===== src/rtl/gate_pkg.sv =====
// gate_pkg: operation encodings and the combinational evaluator shared by gate_pipe.
// Revision: 1.0
`default_nettype none

package gate_pkg;

  localparam int OP_W  = 3;
  // Widest operand that gate_eval supports. Narrower callers zero-extend and truncate.
  localparam int MAX_W = 64;

  typedef enum logic [OP_W-1:0] {
    OP_AND  = 3'b000,
    OP_OR   = 3'b001,
    OP_XOR  = 3'b010,
    OP_NAND = 3'b011,
    OP_NOR  = 3'b100,
    OP_XNOR = 3'b101,
    OP_RAND = 3'b110,
    OP_ROR  = 3'b111
  } gate_op_e;

  // w is the live operand width. Reductions only look at a[w-1:0].
  function automatic logic [MAX_W-1:0] gate_eval(input gate_op_e op,
                                                 input logic [MAX_W-1:0] a,
                                                 input logic [MAX_W-1:0] b,
                                                 input int w);
    logic [MAX_W-1:0] mask;
    logic [MAX_W-1:0] res;
    mask = {MAX_W{1'b1}} >> (MAX_W - w);
    res  = '0;
    case (op)
      OP_AND:  res = a & b;
      OP_OR:   res = a | b;
      OP_XOR:  res = a ^ b;
      OP_NAND: res = ~(a & b);
      OP_NOR:  res = ~(a | b);
      OP_XNOR: res = ~(a ^ b);
      OP_RAND: res[0] = &(a | ~mask);
      OP_ROR:  res[0] = |(a & mask);
      default: res = '0;
    endcase
    return res;
  endfunction

endpackage

`default_nettype wire


===== src/rtl/gate_stage.sv =====
// gate_stage: single valid/ready register slice with a pass-through ready.
// Revision: 1.0
`default_nettype none

module gate_stage #(
  parameter int W = 8
) (
  input  logic         clk,
  input  logic         rst_n,
  input  logic         in_valid,
  output logic         in_ready,
  input  logic [W-1:0] in_data,
  output logic         out_valid,
  input  logic         out_ready,
  output logic [W-1:0] out_data
);

  // The slice can load whenever it is empty or is being drained this cycle.
  assign in_ready = !out_valid || out_ready;

  always_ff @(posedge clk or negedge rst_n) begin
    if (!rst_n) begin
      out_valid <= 1'b0;
      out_data  <= '0;
    end else if (in_ready) begin
      out_valid <= in_valid;
      if (in_valid) begin
        out_data <= in_data;
      end
    end
  end

endmodule

`default_nettype wire


===== src/rtl/gate_pipe.sv =====
// gate_pipe: two-stage valid/ready logic-operation pipeline with a saturating output-change counter.
// Revision: 1.0
`default_nettype none

module gate_pipe
  import gate_pkg::*;
#(
  parameter int WIDTH = 8,
  parameter int CNT_W = 16
) (
  input  logic             clk,
  input  logic             rst_n,
  input  logic             in_valid,
  output logic             in_ready,
  input  logic [OP_W-1:0]  op,
  input  logic [WIDTH-1:0] a,
  input  logic [WIDTH-1:0] b,
  output logic             out_valid,
  input  logic             out_ready,
  output logic [WIDTH-1:0] out,
  output logic [CNT_W-1:0] change_cnt
);

  localparam int                P1_W    = OP_W + 2 * WIDTH;
  localparam logic [CNT_W-1:0] CNT_MAX = '1;

  logic             s1_valid;
  logic             s2_ready;
  logic [P1_W-1:0]  s1_data;
  logic [WIDTH-1:0] s1_a;
  logic [WIDTH-1:0] s1_b;
  gate_op_e         s1_op;
  logic [WIDTH-1:0] s2_in;
  logic [WIDTH-1:0] last_accepted;

  gate_stage #(.W(P1_W)) u_stage1 (
    .clk       (clk),
    .rst_n     (rst_n),
    .in_valid  (in_valid),
    .in_ready  (in_ready),
    .in_data   ({op, a, b}),
    .out_valid (s1_valid),
    .out_ready (s2_ready),
    .out_data  (s1_data)
  );

  assign s1_op = gate_op_e'(s1_data[P1_W-1 -: OP_W]);
  assign s1_a  = s1_data[2*WIDTH-1 -: WIDTH];
  assign s1_b  = s1_data[WIDTH-1:0];
  assign s2_in = WIDTH'(gate_eval(s1_op, MAX_W'(s1_a), MAX_W'(s1_b), WIDTH));

  gate_stage #(.W(WIDTH)) u_stage2 (
    .clk       (clk),
    .rst_n     (rst_n),
    .in_valid  (s1_valid),
    .in_ready  (s2_ready),
    .in_data   (s2_in),
    .out_valid (out_valid),
    .out_ready (out_ready),
    .out_data  (out)
  );

  always_ff @(posedge clk or negedge rst_n) begin
    if (!rst_n) begin
      change_cnt    <= '0;
      last_accepted <= '0;
    end else if (out_valid && out_ready) begin
      last_accepted <= out;
      if (out != last_accepted && change_cnt != CNT_MAX) begin
        change_cnt <= change_cnt + 1'b1;
      end
    end
  end

endmodule

`default_nettype wire


===== config.mk =====
export PLATFORM = sky130hd
export DESIGN_NAME = gate_pipe
export DESIGN_NICKNAME = d
export VERILOG_FILES = /design/src/rtl/gate_pkg.sv /design/src/rtl/gate_stage.sv /design/src/rtl/gate_pipe.sv
export SDC_FILE = /design/constraint.sdc
export NUM_CORES = 1
export LEC_CHECK = 0
export ABC_AREA = 0
export CORE_ASPECT_RATIO = 0.7
export CORE_MARGIN = 1
export CORE_UTILIZATION = 30
export DETAILED_ROUTE_END_ITERATION = 10
export GPL_ROUTABILITY_DRIVEN = 1
export PLACE_DENSITY = 0.64
export SLEW_MARGIN = 25
export SYNTH_ARGS = -nofsm -noshare
export SYNTH_HDL_FRONTEND = slang
export SYNTH_SLANG_ARGS = --single-unit
export TNS_END_PERCENT = 10

===== constraint.sdc =====
create_clock -name clk -period 1.8 [get_ports clk]
set_clock_uncertainty 0.2 [all_clocks]
set_input_delay 0.36 -clock clk [delete_from_list [all_inputs] [get_ports clk]]
set_output_delay 0.36 -clock clk [all_outputs]
set_load 0.02 [all_outputs]

# Yosys cells after proc, flatten, opt, wreduce, memory -nomap -nowiden
# Index checks and enable logic that the tools add are counted.
dict set report classes {
  bitwise 6
  n_addsub 1
  eq_ne 9
  muxes 2
  reduce_logical 12
}
# op n
set op_table {}
lappend op_table {{7-bit case mux with 6 select lines} 1}
lappend op_table {{8-bit NOT} 3}
lappend op_table {{16-bit by 1-bit adder with 16-bit output, second input constant} 1}
lappend op_table {{16-bit inequality test, second input constant} 1}
lappend op_table {{3-bit equality test, second input constant} 4}
lappend op_table {{8-bit AND} 1}
lappend op_table {{8-bit inequality test} 1}
lappend op_table {{8-bit OR} 1}
lappend op_table {{1-bit case mux with 8 select lines} 1}
lappend op_table {{8-bit AND reduction} 1}
lappend op_table {{8-bit OR reduction} 1}
lappend op_table {{8-bit bitwise XOR} 1}
lappend op_table {{3-bit by 2-bit equality test with 1-bit output, second input constant} 2}
lappend op_table {{2-bit AND reduction} 3}
lappend op_table {{3-bit by 1-bit equality test with 1-bit output, second input constant} 1}
lappend op_table {{3-bit zero test} 1}
lappend op_table {{1-bit logical AND} 2}
lappend op_table {{1-bit zero test} 2}
lappend op_table {{1-bit logical OR} 2}
dict set report word_totals {
  in_bits 23
  reg_bits 53
}

# Logic depth before layout (Yosys ltp)
dict set report depth {
  word_depth 4
  ltp_mapped 7
  ltp_nobuf 7
}

# Hierarchy
# A second synthesis with hierarchy kept.
dict set report unflattened {
  cells_unflattened 282
  hier_area_um2 3098.0
}
# mod area_per_inst_um2 instances cells_per_inst
set modules_own_cells {}
lappend modules_own_cells {gate_pipe 1918.1 1 219}
lappend modules_own_cells {{gate_stage at u_stage1} 794.5 1 43}
lappend modules_own_cells {{gate_stage at u_stage2} 385.4 1 20}

# Worst setup path after synthesis
# OpenSTA, ideal clock, no wires.
dict set report synth_timing {
  kind {register -> register}
  startpoint {reg change_cnt[0]}
  endpoint {reg change_cnt[1]}
  path_slack_ps -179
  n_path_buf 0
  arrival_ps 1651
  stages_incl_launch_ff 7
  period_less_slack_ps 1979
  setup_time_ps 128
  path_cell_list {dfrtp_1 ha_1 and2_2 and4_4 nand4_4 nand2_1 mux2_1}
}
dict set report synth_between {
  elab_chain_cells 3
  word_cells_on_any_way 4
}
# element line_no
set synth_rtl {}
lappend synth_rtl {{start: declaration} gate_pipe.sv:21} ;# output logic [CNT_W-1:0] change_cnt
lappend synth_rtl {{start signal: assignment} gate_pipe.sv:70} ;# change_cnt <= change_cnt + 1'b1;
lappend synth_rtl {{branches (longest 3 deep; another with 16-bit by 1-bit adder with 16-bit output)} n/a}
# Several ways; the timed one is not identified.
# A chain may end at the register's enable or synchronous reset.

# Worst setup path after layout
dict set report layout_timing {
  startpoint {reg last_accepted[0]}
  endpoint {reg change_cnt[14]}
}
dict set report layout_between {
  elab_chain_cells 3
}
# element line_no
set layout_rtl {}
lappend layout_rtl {{start: declaration} gate_pipe.sv:34} ;# logic [WIDTH-1:0] last_accepted;
lappend layout_rtl {{start signal: assignment} gate_pipe.sv:68} ;# last_accepted <= out;
lappend layout_rtl {{8-bit inequality test} gate_pipe.sv:69} ;# if (out != last_accepted && change_cnt != CNT_MAX) begin
lappend layout_rtl {{1-bit logical AND} gate_pipe.sv:69}
lappend layout_rtl {{2-bit AND reduction (no line)} n/a}
# Every way passes these cells.

==> summary by stage <==
Run status
The run finished, with violations left. The checks that failed: DRC, setup timing.

Placed design
During placement, the flow inserted port buffers numbering 48. The HPWL after detailed placement is 5140 microns. The placed cell count is 486. The final weighted congestion in routability-driven placement is 0.776.

Timing
The final count of negative-setup-slack endpoints is 2. Dividing the final minimum period by the clock period gives 1.01. The slew of the pin with the lowest slew margin is 0.372 ns.

Based on the critical path, the design can be clocked at up to 552 MHz. The final number of max-transition violations is 0. The final number of hold-violating endpoints was 0. Setup repair after global routing could not meet its margin everywhere. Counting I/O delays and the setup requirement, the final critical path takes 1.81 ns. The worst slew slack as a fraction of its limit is 0.749. The post-layout worst setup margin is -0.0129 ns.

Die
From bottom edge to top edge, the die measures 85.3 microns. In this run the standard cell core region covers 0.00965 sq mm. The initial utilization of the core area, before any placement, comes to 0.308. 49 I/O pins were placed. The floorplan die area is 0.0103 sq mm. The count of standard-cell rows is 30. From left edge to right edge, the die measures 121 microns.

Critical path
The biggest fanout along the worst timing path is 5. The worst path arrival time is 1.83 ns. The type of destination of the critical path is a flop. The element type at the critical path start is a flop.

The critical path required time is 1.82 ns. In this run the critical register-to-register path is launched from last_accepted[0]. The start-to-end type of the worst setup path is reg2reg.

Tracing the worst setup path back leads to its startpoint at last_accepted[0].

Drt
After detailed routing, the average wire length per cell comes to 13.8 microns. The pre-antenna-repair detailed-routing pass consisted of 7 iterations. The count of nets left with antenna violations once routing finished came out at 0.

The DRC violations left is 2. The routed design has 6860 microns of wire. Detailed routing inserted a total of 2383 vias. The detailed router's first-iteration violation count is 98. The number of vias per cell is 4.79.

Synthesis
By area the synthesized netlist is led by dfrtp_1, mux2_2, ha_1. For this run, the number of Yosys warnings is 0. In the post-synthesis netlist, the cell with the most instances is dfrtp_1.

The top-area cell type share of the netlist area is 0.446. The dominant synthesized flop cell is dfrtp_1. In the synthesized netlist, the number of instances is 278. The commonest cells after synthesis are dfrtp_1, mux2_2, inv_1.

The synthesized netlist net count is 318. Averaged over all synthesized cells, the footprint is 10.7 sq um. The portion of the post-synthesis area used by sequential elements is 0.446. The synthesized design spends more area on one cell type than any other, namely dfrtp_1. The fraction of synthesis flops using an asynchronous set or reset pin is 1.00. The count of flip-flops with a built-in enable after synthesis is 0. The flop and latch count out of synthesis is 53. The synthesized netlist contains 42 unique library cells. The synthesized netlist occupies a cell area of 0.00298 sq mm.

Finish
The number of nets in the final layout is 408. The number of standard cells in the layout, taps in and fillers out is 497. Compared with the post-synthesis result, the final layout area differs by 41.7%. In the final layout, the share of cells above drive strength 1 is 0.336. The number of antenna cells inserted is 0.

Power
Summing internal, switching and leakage power gives 0.00452 W. The internal power of the cells is 0.00297 W. The part of the power in combinational logic is 0.414. In this run the static leakage power is 1.96 nW.

The proportion of power drawn by flip-flops and latches is 0.373. The net switching component of the power is 0.00156 W. Of the total power, the share spent switching nets is 0.344.

Across the VDD grid, the largest voltage drop is 516 uV. The power per cell area is 1070 mW/mm^2. The share of total power dissipated in the clock network is 0.213.

Global routing
Entering global routing, the biggest net connects 48 pins. The initial antenna violation count was 0. In the global route stage, overall resource usage came out at 0.141. The first-pass GRT wire length is 11500 microns. For this run the aggregate overflow at the end of global routing stands at 0. The via count of the first global-routing pass is 2349.

Clock tree
The maximum number of buffers from clock root to sink is 2. Counting every sink on the clock net gives 53. The clock slew seen by the registers of the worst setup and hold paths is 0.07 ns.

The total CTS buffers is 5. The buffer cell driving the clock tree root is clkbuf_16. The clock network latency to the later pin of the worst-skew pair is 0.28 ns. The H-tree was split into 2 levels. TritonCTS built the clock tree.

Job
The number of maximum-capacitance violations is 0.

Min path
The path class of the tightest hold or removal check is in2async.
## sequential cells by signal, summed over array words and instances, names as in the netlist
signal and flops:
u_stage1.out_data 19, change_cnt 16, last_accepted 8, u_stage2.out_data 8, u_stage1.out_valid 1, u_stage2.out_valid 1
## placed cells by master (no fill, tap or decap), types with 9 or more instances in the layout
cell and count:
o21ai_0 14, nor2_1 11, dlygate4sd2_1 25, mux2_2 27
ha_1 14, nand2_1 15, xnor2_1 13, a21oi_1 10
buf_4 39, inv_1 18, dfrtp_1 44, dfrtp_2 9
clkdlybuf4s50_1 21
## final timing paths
kind / end / slack [ns] / cells after the start
setup / recovery: change_cnt[14] / -0.01 / 6
hold / removal: change_cnt[13] / 0.26 / 2
setup reg to reg: change_cnt[14] / -0.01 / 6
hold reg to reg: change_cnt[13] / 0.30 / 1
max in group asynchronous: u_stage1.out_data[16] / 0.62 / 3
min in group clk: change_cnt[13] / 0.30 / 1
## power by group through the flow
stage               registers (W)  logic, W  clock network, W
floorplan                 0.00187  0.000810                 0
global placement          0.00168   0.00180                 0
detailed placement        0.00170   0.00185                 0
CTS                       0.00168   0.00185          0.000997
global route              0.00173   0.00206           0.00105
finish                    0.00169   0.00187          0.000966
## per-layer routing
metal	part of all wire	GRT usage	wire length (microns)	up-vias
li1	-	-	-	1164
met3	0.028	0.0276	190	0
met4	0	0.0348	0	0
met5	0	0	0	-
met1	0.51	0.204	3510	1184
met2	0.46	0.216	3170	35
## critical path: stages (launching register included)
cell	delay, ns
dfrtp_1	0.40
xor2_1	0.19
nor4_4	0.36
a21oi_4	0.15
buf_6	0.15
and4b_2	0.20
a21oi_2	0.10
## cell families (layout without fill, tap and decap cells)
family	after synthesis	after routing	synth area share
buffers and inverters	30	121	0.0454
AND/OR/NAND/NOR	76	76	0.151
flip-flops	53	53	0.446
multiplexers	32	32	0.119
XOR/XNOR	22	22	0.0648
adder cells (fa/ha/maj)	17	17	0.0715
AO/OA/AOI/OAI	48	48	0.103
## layout make-up
class                           count  area [sq um]
Clock buffer                        6           139
Clock inverter                      2          13.8
Fill cell                         920          5430
Inverter                           19          71.3
Multi-Input combinational cell    195          1670
Sequential cell                    53          1340
Tap cell                          128           160
Timing Repair Buffer               94           827
## what timing repair did
action                                 CTS  global route
endpoints found under the hold margin    6             0
pin swaps                                5            10
setup endpoints to repair               37            37
hold buffers                             1             0
buffers inserted                         3             1
resized for setup                       42            14
## per-stage QoR
step | setup slack, ns | setup TNS (ns) | cell area [sq um] | utilization | hold slack (ns)
global route | -0.0951 | -0.950 | 4220 | 0.437 | 0.275
finish | -0.0129 | -0.0173 | 4220 | 0.437 | 0.264
detailed placement | -0.334 | -7.48 | 3950 | 0.409 | 0.0134
global placement | -0.322 | -6.89 | 3950 | 0.409 | 0.0123
floorplan | -0.0285 | -0.0285 | 3010 | - | -0.136
CTS | -0.117 | -1.07 | 4180 | 0.433 | 0.271
Note: power is estimated with default switching activity, not from simulation.
